### src/rtl/vote_count_bank_if.sv
// Vote/scan bundle between the vote source, the vote_count_bank and the max-search consumer.
// The master side produces votes and frame control; the slave side is the counter bank.
interface vote_count_bank_if #(
  parameter int NUM = 18,
  parameter int CW  = 7,
  parameter int IW  = 5
);
  logic              i_valid;
  logic [IW-1:0]     i_idx;
  logic              i_frame_end;
  logic              i_clr;
  logic              o_ready;
  logic              o_drop;
  logic [NUM*CW-1:0] o_cnt;
  logic              o_cnt_clr;
  logic              o_cnt_en;
  logic              o_busy;
  logic              o_done;

  modport master (
    output i_valid, i_idx, i_frame_end, i_clr,
    input  o_ready, o_drop, o_cnt, o_cnt_clr, o_cnt_en, o_busy, o_done
  );

  modport slave (
    input  i_valid, i_idx, i_frame_end, i_clr,
    output o_ready, o_drop, o_cnt, o_cnt_clr, o_cnt_en, o_busy, o_done
  );
endinterface

### src/rtl/vote_count_bank.sv
// Per-class saturating vote counters with a frame-end scan handshake (clr, NUM x en, done)
// feeding the downstream max-search block.
module vote_count_bank #(
  parameter int NUM = 18,
  parameter int CW  = 7,
  parameter int IW  = 5
) (
  input logic              clk,
  input logic              rst,
  vote_count_bank_if.slave bus
);

  localparam int SW = (NUM > 1) ? $clog2(NUM) : 1;
  localparam logic [SW-1:0] SCAN_LAST = SW'(NUM - 1);
  localparam logic [IW:0]   IDX_LIM   = (IW + 1)'(NUM);
  localparam logic [CW-1:0] CNT_MAX   = {CW{1'b1}};

  typedef enum logic [1:0] {
    ST_ACCUM = 2'd0,
    ST_CLR   = 2'd1,
    ST_SCAN  = 2'd2,
    ST_DONE  = 2'd3
  } state_t;

  state_t            state_r;
  state_t            state_s;
  logic [SW-1:0]     scan_r;
  logic [SW-1:0]     scan_s;
  logic [NUM*CW-1:0] cnt_r;
  logic [NUM*CW-1:0] cnt_s;
  logic              vote_ok_s;
  logic              ready_r;
  logic              busy_r;
  logic              drop_r;
  logic              cnt_clr_r;
  logic              cnt_en_r;
  logic              done_r;

  // State and scan-index register
  always_ff @(posedge clk) begin
    if (rst) begin
      state_r <= ST_ACCUM;
      scan_r  <= {SW{1'b0}};
    end else begin
      state_r <= state_s;
      scan_r  <= scan_s;
    end
  end

  // Next-state and scan-index sequencing
  always_comb begin
    state_s = state_r;
    scan_s  = scan_r;
    case (state_r)
      ST_ACCUM: begin
        scan_s = {SW{1'b0}};
        if (bus.i_frame_end) begin
          state_s = ST_CLR;
        end else begin
          state_s = ST_ACCUM;
        end
      end
      ST_CLR: begin
        scan_s  = {SW{1'b0}};
        state_s = ST_SCAN;
      end
      ST_SCAN: begin
        if (scan_r == SCAN_LAST) begin
          scan_s  = {SW{1'b0}};
          state_s = ST_DONE;
        end else begin
          scan_s  = scan_r + SW'(1);
          state_s = ST_SCAN;
        end
      end
      ST_DONE: begin
        scan_s  = {SW{1'b0}};
        state_s = ST_ACCUM;
      end
      default: begin
        scan_s  = {SW{1'b0}};
        state_s = ST_ACCUM;
      end
    endcase
  end

  assign vote_ok_s = bus.i_valid && ({1'b0, bus.i_idx} < IDX_LIM);

  // Counter update: clear wins over a vote, frame end wins over clear, frozen outside ACCUM
  always_comb begin
    cnt_s = cnt_r;
    case (state_r)
      ST_ACCUM: begin
        if (bus.i_clr && !bus.i_frame_end) begin
          cnt_s = {(NUM*CW){1'b0}};
        end else if (vote_ok_s) begin
          for (int k = 0; k < NUM; k++) begin
            if ((bus.i_idx == IW'(k)) && (cnt_r[k*CW +: CW] != CNT_MAX)) begin
              cnt_s[k*CW +: CW] = cnt_r[k*CW +: CW] + CW'(1);
            end else begin
              cnt_s[k*CW +: CW] = cnt_r[k*CW +: CW];
            end
          end
        end else begin
          cnt_s = cnt_r;
        end
      end
      ST_CLR:  cnt_s = cnt_r;
      ST_SCAN: cnt_s = cnt_r;
      ST_DONE: cnt_s = {(NUM*CW){1'b0}};
      default: cnt_s = {(NUM*CW){1'b0}};
    endcase
  end

  // Counter bank and registered handshake outputs, decoded from the upcoming state
  always_ff @(posedge clk) begin
    if (rst) begin
      cnt_r     <= {(NUM*CW){1'b0}};
      ready_r   <= 1'b1;
      busy_r    <= 1'b0;
      drop_r    <= 1'b0;
      cnt_clr_r <= 1'b0;
      cnt_en_r  <= 1'b0;
      done_r    <= 1'b0;
    end else begin
      cnt_r     <= cnt_s;
      ready_r   <= (state_s == ST_ACCUM);
      busy_r    <= (state_s != ST_ACCUM);
      drop_r    <= bus.i_valid && (state_r != ST_ACCUM);
      cnt_clr_r <= (state_s == ST_CLR);
      cnt_en_r  <= (state_s == ST_SCAN);
      done_r    <= (state_s == ST_DONE);
    end
  end

  assign bus.o_cnt     = cnt_r;
  assign bus.o_ready   = ready_r;
  assign bus.o_busy    = busy_r;
  assign bus.o_drop    = drop_r;
  assign bus.o_cnt_clr = cnt_clr_r;
  assign bus.o_cnt_en  = cnt_en_r;
  assign bus.o_done    = done_r;

endmodule

### src/flat_wrapper.sv
// flat-port wrapper written by rule: the top's interface ports become plain ports
module vote_count_bank_flat 
#(
  parameter int NUM = 18,
  parameter int CW  = 7,
  parameter int IW  = 5
)
  (clk, rst, bus_i_valid, bus_i_idx, bus_i_frame_end, bus_i_clr, bus_o_ready, bus_o_drop, bus_o_cnt, bus_o_cnt_clr, bus_o_cnt_en, bus_o_busy, bus_o_done);
  vote_count_bank_if #(.NUM(NUM), .CW(CW), .IW(IW)) bus_i ();
  input logic clk;
  input logic rst;
  input wire logic [$bits(bus_i.i_valid)-1:0] bus_i_valid;
  input wire logic [$bits(bus_i.i_idx)-1:0] bus_i_idx;
  input wire logic [$bits(bus_i.i_frame_end)-1:0] bus_i_frame_end;
  input wire logic [$bits(bus_i.i_clr)-1:0] bus_i_clr;
  output wire logic [$bits(bus_i.o_ready)-1:0] bus_o_ready;
  output wire logic [$bits(bus_i.o_drop)-1:0] bus_o_drop;
  output wire logic [$bits(bus_i.o_cnt)-1:0] bus_o_cnt;
  output wire logic [$bits(bus_i.o_cnt_clr)-1:0] bus_o_cnt_clr;
  output wire logic [$bits(bus_i.o_cnt_en)-1:0] bus_o_cnt_en;
  output wire logic [$bits(bus_i.o_busy)-1:0] bus_o_busy;
  output wire logic [$bits(bus_i.o_done)-1:0] bus_o_done;
  assign bus_i.i_valid = bus_i_valid;
  assign bus_i.i_idx = bus_i_idx;
  assign bus_i.i_frame_end = bus_i_frame_end;
  assign bus_i.i_clr = bus_i_clr;
  assign bus_o_ready = bus_i.o_ready;
  assign bus_o_drop = bus_i.o_drop;
  assign bus_o_cnt = bus_i.o_cnt;
  assign bus_o_cnt_clr = bus_i.o_cnt_clr;
  assign bus_o_cnt_en = bus_i.o_cnt_en;
  assign bus_o_busy = bus_i.o_busy;
  assign bus_o_done = bus_i.o_done;
  vote_count_bank #(.NUM(NUM), .CW(CW), .IW(IW)) u_core (.clk(clk), .rst(rst), .bus(bus_i));
endmodule
### config.mk
export PLATFORM = sky130hd
export DESIGN_NAME = vote_count_bank_flat
export DESIGN_NICKNAME = d
export VERILOG_FILES = /design/src/rtl/vote_count_bank_if.sv /design/src/rtl/vote_count_bank.sv /design/src/flat_wrapper.sv
export SDC_FILE = /design/constraint.sdc
export NUM_CORES = 1
export LEC_CHECK = 0
export BUFFER_PORTS_ARGS = -buffer_cell sky130_fd_sc_hd__buf_4
export CAP_MARGIN = 0
export CORE_MARGIN = 10
export CORE_UTILIZATION = 52
export CTS_BUF_LIST = sky130_fd_sc_hd__clkbuf_4
export CTS_CLUSTER_SIZE = 14
export DETAILED_ROUTE_END_ITERATION = 8
export PLACE_DENSITY_LB_ADDON = 0.05
export RECOVER_POWER = 25
export SKIP_LAST_GASP = 1
export SYNTH_ARGS = -nofsm -noshare
export SYNTH_HDL_FRONTEND = slang
export SYNTH_SLANG_ARGS = --single-unit
### constraint.sdc
create_clock -name clk -period 2.3 [get_ports clk]
set_clock_uncertainty 0.2 [all_clocks]
set_input_delay 0.345 -clock clk [delete_from_list [all_inputs] [get_ports clk]]
set_output_delay 0.345 -clock clk [all_outputs]
set_load 0.05 [all_outputs]
==> impl_metrics.json, run 1 <==
{
  "vdd_ir_drop_max_mv": 0.4305,
  "powerDensity_nw_per_um2": 606.1,
  "coreArea_um2": 13350,
  "antenna_left": 0,
  "power.net_switching_uw": 1893,
  "placed_cells": 1181,
  "die_x_um": 137.0,
  "end_kind": "flop",
  "power_frac_comb": 0.240,
  "ys_types": 72,
  "top_layer": "met4",
  "required_ns": 2.61,
  "cts_tree": "yes",
  "syn_to_final_growth_pct": 26.15,
  "diodes": 0,
  "io_pins": 142,
  "synth_ff_type": "dfxtp_1",
  "power.total_uw": 5440,
  "grt_overflow_total": 0,
  "timing.rr.start": "u_core.state_r[0]",
  "ys_ff_latch": 139,
  "die_area_um2": 18760,
  "critical_path_arrival_ns": 2.56,
  "antenna_found_initial": 0,
  "yosys_warnings": 0,
  "p_clk_frac": 0.282,
  "switching_share": 0.3479,
  "synth_cells": 858,
  "synth_edf_count": 0,
  "startpoint": "u_core.state_r[0]",
  "period_share": 0.9766,
  "yosys-top-cells-count": "dfxtp_1, nand3_1, nand2_1",
  "dp_hpwl_um": 16110,
  "drt_iter0_markers": 652,
  "clock_path_buffers": 2,
  "clkLatencyLatePin_ns": 0.56,
  "cp-start-kind": "flop",
  "async_reset_ff_frac": 0,
  "viasPerCell": 6.078,
  "final-hold-violation-count": 0,
  "grt_max_degree": 41,
  "final_cells": 1218,
  "vias": 7403,
  "syn_area_um2": 7114,
  "grt_pass1_wl_um": 35500,
  "gp_congestion": 0.8494,
  "setup_viol": 0,
  "tightest_slew_ns": 0.4572,
  "yosys.cell_count.top_type": "dfxtp_1",
  "numClockSinks": 139,
  "row_count": 42,
  "fin_crit_ns": 2.246,
  "port_buffers": 141,
  "fin_ws_ns": 0.05377,
  "grtUsageTotal": 0.2304,
  "yosys-top-cells-area": "dfxtp_1, o31ai_1, nand3_1",
  "status": "finished clean",
  "die_h_um": 137.0,
  "routedWlPerCell_um": 18.11,
  "seq_power_share": 0.478,
  "leakage_uw": 0.003707,
  "cts_buffers": 17,
  "dr.pass1.iters": 5,
  "drive_gt1_frac": 0.2505,
  "fin_hold_ws_ns": 0.2003,
  "grt_setup_unrepaired": "true",
  "critPathKind": "flop to flop",
  "cts_root_buf": "clkbuf_4",
  "yosysTopAreaCellShare": 0.3911,
  "crit_fanout": 7,
  "routed_wl_um": 22060,
  "drt-met1-wl_um": 9352,
  "drv_cap": 0,
  "place_ws_ns": -0.1033,
  "drc": 0,
  "grt_pass1_vias": 7154,
  "intPower_uw": 3547,
  "synth_top_area_cell": "dfxtp_1",
  "hold_path.startpoint": "bus_i_idx[0]",
  "htree_levels": 4,
  "worstHoldPathType": "input port to flop",
  "fin_nets": 1064,
  "synth_nets": 892,
  "dr_wl_met3_um": 1745,
  "clock.fmax_mhz": 445.2,
  "drv_slew": 0,
  "fin_util": 0.6724,
  "clkTransAtPathRegs_ns": 0.12,
  "ys_seq_area_frac": 0.3911,
  "syn_avg_cell_area_um2": 8.292,
  "max-slew-margin-rel": 0.6924,
  "met2_length_um": 10540,
  "start_util": 0.5330
}
[critical path: stages (launching register included)]
cell and delay [ns]:
dfxtp_2 0.34, buf_4 0.13, ha_1 0.27, nor4_4 0.37, buf_4 0.23, a21bo_2 0.24
or3b_1 0.37, nand2_1 0.07
[power groups by stage]
stage | clock, uW | combinational (uW) | sequential [uW]
5_1_grt | 1660 | 1410 | 2620
4_1_cts | 1550 | 1280 | 2600
3_5_place_dp | 0 | 1250 | 2650
6_report | 1530 | 1310 | 2600
2_1_floorplan | 0 | 539 | 2930
3_3_place_gp | 0 | 1230 | 2650
[logic make-up (layout without fill, tap and decap cells)]
| family | count (synthesis) | after routing | share of synthesized area |
|---|---|---|---|
| XOR/XNOR | 3 | 3 | 0.003694 |
| AO/OA/AOI/OAI | 267 | 267 | 0.2487 |
| buffers and inverters | 55 | 239 | 0.03324 |
| flip-flops | 139 | 139 | 0.3911 |
| adder cells (fa/ha/maj) | 24 | 24 | 0.04221 |
| multiplexers | 5 | 5 | 0.007387 |
| AND/OR/NAND/NOR | 365 | 365 | 0.2737 |
[state kept, by name, summed over array words and instances, names as in the netlist]
register and cells:
u_core.bus.o_drop 1, u_core.scan_r 5, u_core.state_r 2, u_core.bus.o_cnt_en 1, u_core.bus.o_cnt_clr 1, u_core.bus.o_ready 1, u_core.bus.o_cnt 126, u_core.bus.o_busy 1
u_core.bus.o_done 1
[metrics by stage]
step | area [um2] | setup TNS (ns)
4_1_cts | 8900 | 0
5_1_grt | 8975 | -0.05385
6_report | 8975 | 0
3_3_place_gp | 8573 | 0
2_1_floorplan | 7119 | 0
3_5_place_dp | 8573 | -0.8768
[placed cells by master, fill, tap and decap left out, drive strengths merged, types with 5 or more instances in the layout]
| cell | count |
|---|---|
| a211oi | 13 |
| a21oi | 24 |
| a31o | 6 |
| and3 | 40 |
| buf | 183 |
| clkbuf | 17 |
| clkinv | 9 |
| dfxtp | 139 |
| ha | 24 |
| inv | 22 |
| nand2 | 77 |
| nand3 | 80 |
| nand4 | 5 |
| nor2 | 75 |
| nor2b | 28 |
| nor3 | 11 |
| nor3b | 6 |
| nor4b | 6 |
| o211ai | 20 |
| o21a | 5 |
| o21ai | 106 |
| o22ai | 7 |
| o31ai | 55 |
| or3b | 8 |
[path summary, 6_finish.rpt]
check,slack (ns),endpoint,depth (start not counted)
worst max-delay path,0.05,u_core.bus.o_cnt[87],7
worst min-delay path,0.20,u_core.bus.o_cnt[38],4
worst max register to register,0.05,u_core.bus.o_cnt[87],7
worst min register to register,0.29,u_core.scan_r[0],1
[layer usage]
layer	vias up	global-route usage
met4	0	0.07201
met2	299	0.3882
met3	35	0.06708
met1	3526	0.2764
li1	3543	-
met5	-	0
[cell type report]
cell class              count  area [um2]
fillers                  1159        4373
repair buffers            186        1430
clock inverters            14       131.4
flip-flops and latches    139        2788
multi-input cells         664        4195
inverters                  22       82.58
well taps                 176       220.2
clock buffers              17       127.6
[timing repair]
item	in CTS	in global routing
setup buffers	0	2
hold buffers	3	0
endpoints found under the setup margin	39	55
gates resized for setup	7	12
gates cloned	0	1
endpoints found under the hold margin	10	0
pin swaps	1	2
Note: power is estimated with default switching activity, not from simulation.
==> run 2, diff against run 1 <==
- CORE_UTILIZATION: 52 -> 45
==> impl_metrics.json, run 2 (same netlist as run 1, synthesis figures left out) <==
{
  "final_cells": 1264,
  "crit_slowest_cell": "or4b_4",
  "max_stage_delay_ns": 0.59,
  "cp_top_family": "simple AND/OR/NAND/NOR gates",
  "timing.rr.start": "u_core.state_r[0]",
  "drv_slew": 0,
  "powerDensity_nw_per_um2": 642.8,
  "leakage_uw": 0.003580,
  "clkLatencyLatePin_ns": 0.55,
  "clock.fmax_mhz": 439.7,
  "max-slew-margin-rel": 0.5684,
  "antenna_left": 0,
  "hold_end": "u_core.bus.o_cnt[38]",
  "antenna_found_initial": 0,
  "fin_crit_ns": 2.274,
  "grt_max_degree": 41,
  "p_clk_frac": 0.327,
  "setup_viol": 0,
  "die_h_um": 145.7,
  "hold_depth": 4,
  "drv_cap": 0,
  "path_common_cell": "buf_4",
  "clock_path_buffers": 2,
  "crit_fanout": 5,
  "critical_path_arrival_ns": 2.55,
  "grt_setup_unrepaired": "true",
  "power_frac_comb": 0.226,
  "critPathKind": "flop to flop",
  "coreArea_um2": 15370,
  "clkTransAtPathRegs_ns": 0.12,
  "hold_path.startpoint": "bus_i_idx[0]",
  "dr.pass1.iters": 5,
  "start_util": 0.4628,
  "seq_power_share": 0.447,
  "grt_overflow_total": 0,
  "cts_tree": "yes",
  "grt_pass1_wl_um": 35380,
  "final_common_cell": "dfxtp_1",
  "numClockSinks": 139,
  "drive_gt1_frac": 0.2108,
  "drc": 0,
  "htree_levels": 4,
  "switching_share": 0.3258,
  "die_area_um2": 21240,
  "period_share": 0.9888,
  "status": "finished clean",
  "cp-start-kind": "flop",
  "syn_to_final_growth_pct": 26.96,
  "row_count": 45,
  "vdd_ir_drop_max_mv": 0.5102,
  "reg2regPathDepth": 8,
  "intPower_uw": 3915,
  "final-hold-violation-count": 0,
  "fin_util": 0.5876,
  "fin_setup_tns_ns": 0,
  "end_kind": "flop",
  "cts_root_buf": "clkbuf_4",
  "dp_hpwl_um": 16070,
  "power.net_switching_uw": 1891,
  "routed_wl_um": 21740,
  "port_buffers": 141,
  "crit_buf_inv": 3,
  "viasPerCell": 5.612,
  "diodes": 0,
  "reg2reg_slack_ns": 0.03,
  "die_x_um": 145.7,
  "tightest_slew_ns": 0.6502,
  "final_cell_mix": "dfxtp_1, buf_4, nand3_1",
  "drt_iter0_markers": 477,
  "placed_cells": 1228,
  "required_ns": 2.58,
  "fin_nets": 1074,
  "io_pins": 142,
  "grtUsageTotal": 0.1990,
  "largest_reg_flops": 126,
  "worstHoldPathType": "input port to flop",
  "cts_buffers": 17,
  "gp_congestion": 0.8222,
  "grt_pass1_vias": 6547,
  "routedWlPerCell_um": 17.20,
  "path_cells": "inv_1 > ha_4 > or4b_4 > a211oi_4 > buf_4 > buf_4 > o211ai_1 > a21oi_1",
  "vias": 7093,
  "r2r-end": "u_core.bus.o_cnt[29]"
}
==> run 2: cell types whose count changed in the layout (fill, tap and decap cells not counted), sizes merged <==
cell      delta
clkbuf      +59
clkinvlp     -2
buf         -47
clkinv       -2
bufinv       +3
==> run 2: layer usage <==
metal,wire length (um),track usage,up-vias
met5,0,0,-
met4,200,0.04954,0
met3,1327,0.05340,14
met2,9972,0.3066,183
met1,10240,0.2688,3328
li1,-,-,3568
==> run 2: worst reg2reg max path, delay by kind of cell, from the launching register on <==
kind,cells,cell delay (ns)
fa+ha+maj,1,0.24
simple gates,1,0.59
flops,1,0.34
buf+inv,3,0.34
compound gates,3,0.51
==> run 2: how the worst max path moves through the flow <==
stage,from,to,cells after the start
global route,u_core.state_r[1],u_core.bus.o_cnt[29],8
finish,u_core.state_r[0],u_core.bus.o_cnt[29],8
floorplan,u_core.bus.o_cnt[35],u_core.bus.o_cnt[39],6
global placement,u_core.state_r[1],u_core.bus.o_cnt[61],8
CTS,u_core.state_r[0],u_core.bus.o_cnt[17],8
detailed placement,u_core.state_r[1],u_core.bus.o_cnt[61],8
==> run 2: what timing repair did <==
| action | CTS | global route |
|---|---|---|
| endpoints found under the hold margin | 8 | 0 |
| buffers inserted | 0 | 2 |
| hold buffers | 3 | 0 |
| gates resized for setup | 8 | 20 |
| endpoints found under the setup margin | 32 | 90 |
| pin swaps | 1 | 8 |
==> run 2: per-stage QoR <==
step | hold WS, ns | instance area [um2] | power [uW] | setup slack (ns)
final | 0.2174 | 9032 | 5806 | 0.02583
after global routing | 0.1967 | 9032 | 6084 | -0.02384
after global placement | 0.2510 | 8732 | 3950 | -0.004403
after detailed placement | 0.2555 | 8732 | 3957 | -0.1088
after floorplan | 0.2334 | 7119 | 3467 | 0.008379
after CTS | 0.1674 | 9140 | 5866 | -0.03221
==> run 2: area by class of cell <==
type | instances | area (um2)
Fill cell | 1487 | 6339
Multi-Input combinational cell | 664 | 4229
Sequential cell | 139 | 2788
Timing Repair Buffer | 196 | 1328
Tap cell | 211 | 264.0
Clock inverter | 13 | 198.9
Clock buffer | 19 | 142.6
Inverter | 22 | 82.58
==> run 2: power by group through the flow <==
stage          registers [uW]  clock network [uW]  logic (uW)
4_1_cts                  2600                1940        1330
3_3_place_gp             2650                   0        1300
3_5_place_dp             2650                   0        1310
5_1_grt                  2620                2050        1420
6_report                 2600                1900        1310
2_1_floorplan            2930                   0         539
==> run 3, diff against run 2 <==
- CAP_MARGIN: 0 -> 25
- clock period: 2.3 -> 2.2 ns (I/O delays scaled with it)
==> impl_metrics.json, run 3 (same netlist as run 1, synthesis figures left out) <==
{
  "clkLatencyLatePin_ns": 0.56,
  "place_ws_ns": -0.2052,
  "final_cell_mix": "buf_4, dfxtp_1, nand3_1",
  "endpoint": "u_core.bus.o_cnt[86]",
  "tightest_slew_ns": 0.4599,
  "switching_share": 0.3129,
  "worstHoldPathType": "input port to flop",
  "grt_max_degree": 36,
  "status": "finished clean",
  "fin_hold_ws_ns": 0.1714,
  "fill_cells": 1391,
  "grt_pass1_wl_um": 35040,
  "intPower_uw": 4414,
  "die_area_um2": 21240,
  "cts_buffers": 17,
  "setup_viol": 0,
  "cp-start-kind": "flop",
  "vdd_ir_drop_max_mv": 0.4199,
  "critical_path_arrival_ns": 2.43,
  "port_buffers": 141,
  "cts_tree": "yes",
  "critPathKind": "flop to flop",
  "fin_ws_ns": 0.03404,
  "dp_hpwl_um": 15880,
  "clock_path_buffers": 2,
  "antenna_found_initial": 1,
  "seq_power_share": 0.422,
  "dr.pass1.iters": 5,
  "die_x_um": 145.7,
  "drv_slew": 0,
  "gp_congestion": 0.8312,
  "crit_fanout": 5,
  "period_share": 0.9845,
  "final_common_cell": "buf_4",
  "viasPerCell": 5.574,
  "vias": 7241,
  "numClockSinks": 139,
  "required_ns": 2.46,
  "fin_util": 0.6257,
  "drt_iter0_markers": 448,
  "grt_pass1_vias": 6778,
  "grt_setup_unrepaired": "true",
  "final-hold-violation-count": 0,
  "fin_setup_tns_ns": 0,
  "drive_gt1_frac": 0.3002,
  "crit_slowest_cell": "dfxtp_2",
  "clkTransAtPathRegs_ns": 0.12,
  "start_util": 0.4628,
  "max_stage_delay_ns": 0.35,
  "path_cells": "inv_2 > ha_4 > nor4b_4 > buf_4 > o211ai_1 > and3_1 > o21bai_1 > mux2_2",
  "clock.fmax_mhz": 461.7,
  "max-slew-margin-rel": 0.6929,
  "fin_crit_ns": 2.166,
  "r2r-end": "u_core.bus.o_cnt[86]",
  "io_pins": 142,
  "syn_to_final_growth_pct": 35.19,
  "largest_reg_flops": 126,
  "fin_nets": 1107,
  "power_frac_comb": 0.234,
  "reg2regPathDepth": 8,
  "grtUsageTotal": 0.1961,
  "drc": 0,
  "timing.rr.start": "u_core.state_r[0]",
  "end_kind": "flop",
  "die_h_um": 145.7,
  "reg2reg_slack_ns": 0.03,
  "startpoint": "u_core.state_r[0]",
  "cts_root_buf": "clkbuf_4",
  "drv_cap": 0,
  "htree_levels": 4,
  "grt_overflow_total": 0,
  "power.total_uw": 6424,
  "routed_wl_um": 21520,
  "row_count": 45,
  "p_clk_frac": 0.343,
  "coreArea_um2": 15370,
  "powerDensity_nw_per_um2": 667.9,
  "leakage_uw": 0.004024,
  "power.net_switching_uw": 2010,
  "routedWlPerCell_um": 16.56,
  "antenna_left": 0
}
==> run 3: worst max-delay path: cells and delay by family (launching register included) <==
kind	cells	cell delay, ns
multiplexers	1	0.26
buffers and inverters	2	0.23
AND/OR/NAND/NOR	2	0.50
AO/OA/AOI/OAI	2	0.27
flip-flops	1	0.35
adder cells (fa/ha/maj)	1	0.26
==> run 3: power by group through the flow <==
stage          registers, uW  logic (uW)  clock network [uW]
3_5_place_dp            2770        1430                   0
3_3_place_gp            2770        1430                   0
4_1_cts                 2710        1480                2250
5_1_grt                 2730        1620                2370
6_report                2710        1500                2210
2_1_floorplan           3060         564                   0
==> run 3: worst min-delay path by stage <==
| stage | start | to | cells past startpoint |
|---|---|---|---|
| after floorplan | u_core.scan_r[0] | u_core.scan_r[0] | 1 |
| after global placement | u_core.scan_r[0] | u_core.scan_r[0] | 1 |
| after detailed placement | u_core.scan_r[0] | u_core.scan_r[0] | 1 |
| after CTS | bus_i_idx[0] | u_core.bus.o_cnt[38] | 4 |
| after global routing | bus_i_idx[0] | u_core.bus.o_cnt[38] | 4 |
| final | bus_i_idx[3] | u_core.bus.o_cnt[22] | 5 |
==> run 3: metal layers <==
metal	global-route usage	share of wire	wire length (um)	vias to the layer above
li1	-	-	-	3643
met3	0.05185	0.055	1191	22
met5	0	0	0	-
met1	0.2587	0.48	10260	3395
met2	0.3053	0.45	9758	181
met4	0.06016	0.014	304	0
==> run 3: layout make-up <==
class | instances | area [um2] | share of cell area
clock buffers | 18 | 135.1 | 0.01405
inverters | 22 | 82.58 | 0.008586
multi-input cells | 664 | 4270 | 0.4440
clock inverters | 14 | 249.0 | 0.02589
diodes | 2 | 5.005 | 0.0005204
flip-flops and latches | 139 | 2795 | 0.2906
well taps | 211 | 264.0 | 0.02745
repair buffers | 229 | 1817 | 0.1889
==> run 3: per-stage QoR <==
step	area [um2]	cells
after floorplan	7127	858
after global placement	8997	1259
after detailed placement	8997	1259
after CTS	9514	1296
after global routing	9615	1298
final	9618	1299
==> run 3: timing repair <==
item / CTS / global route
pin swaps: 3 / 8
resized for setup: 18 / 22
endpoints found under the setup margin: 94 / 87
endpoints found under the hold margin: 5 / 0
buffers inserted: 2 / 2
hold buffers: 3 / 0
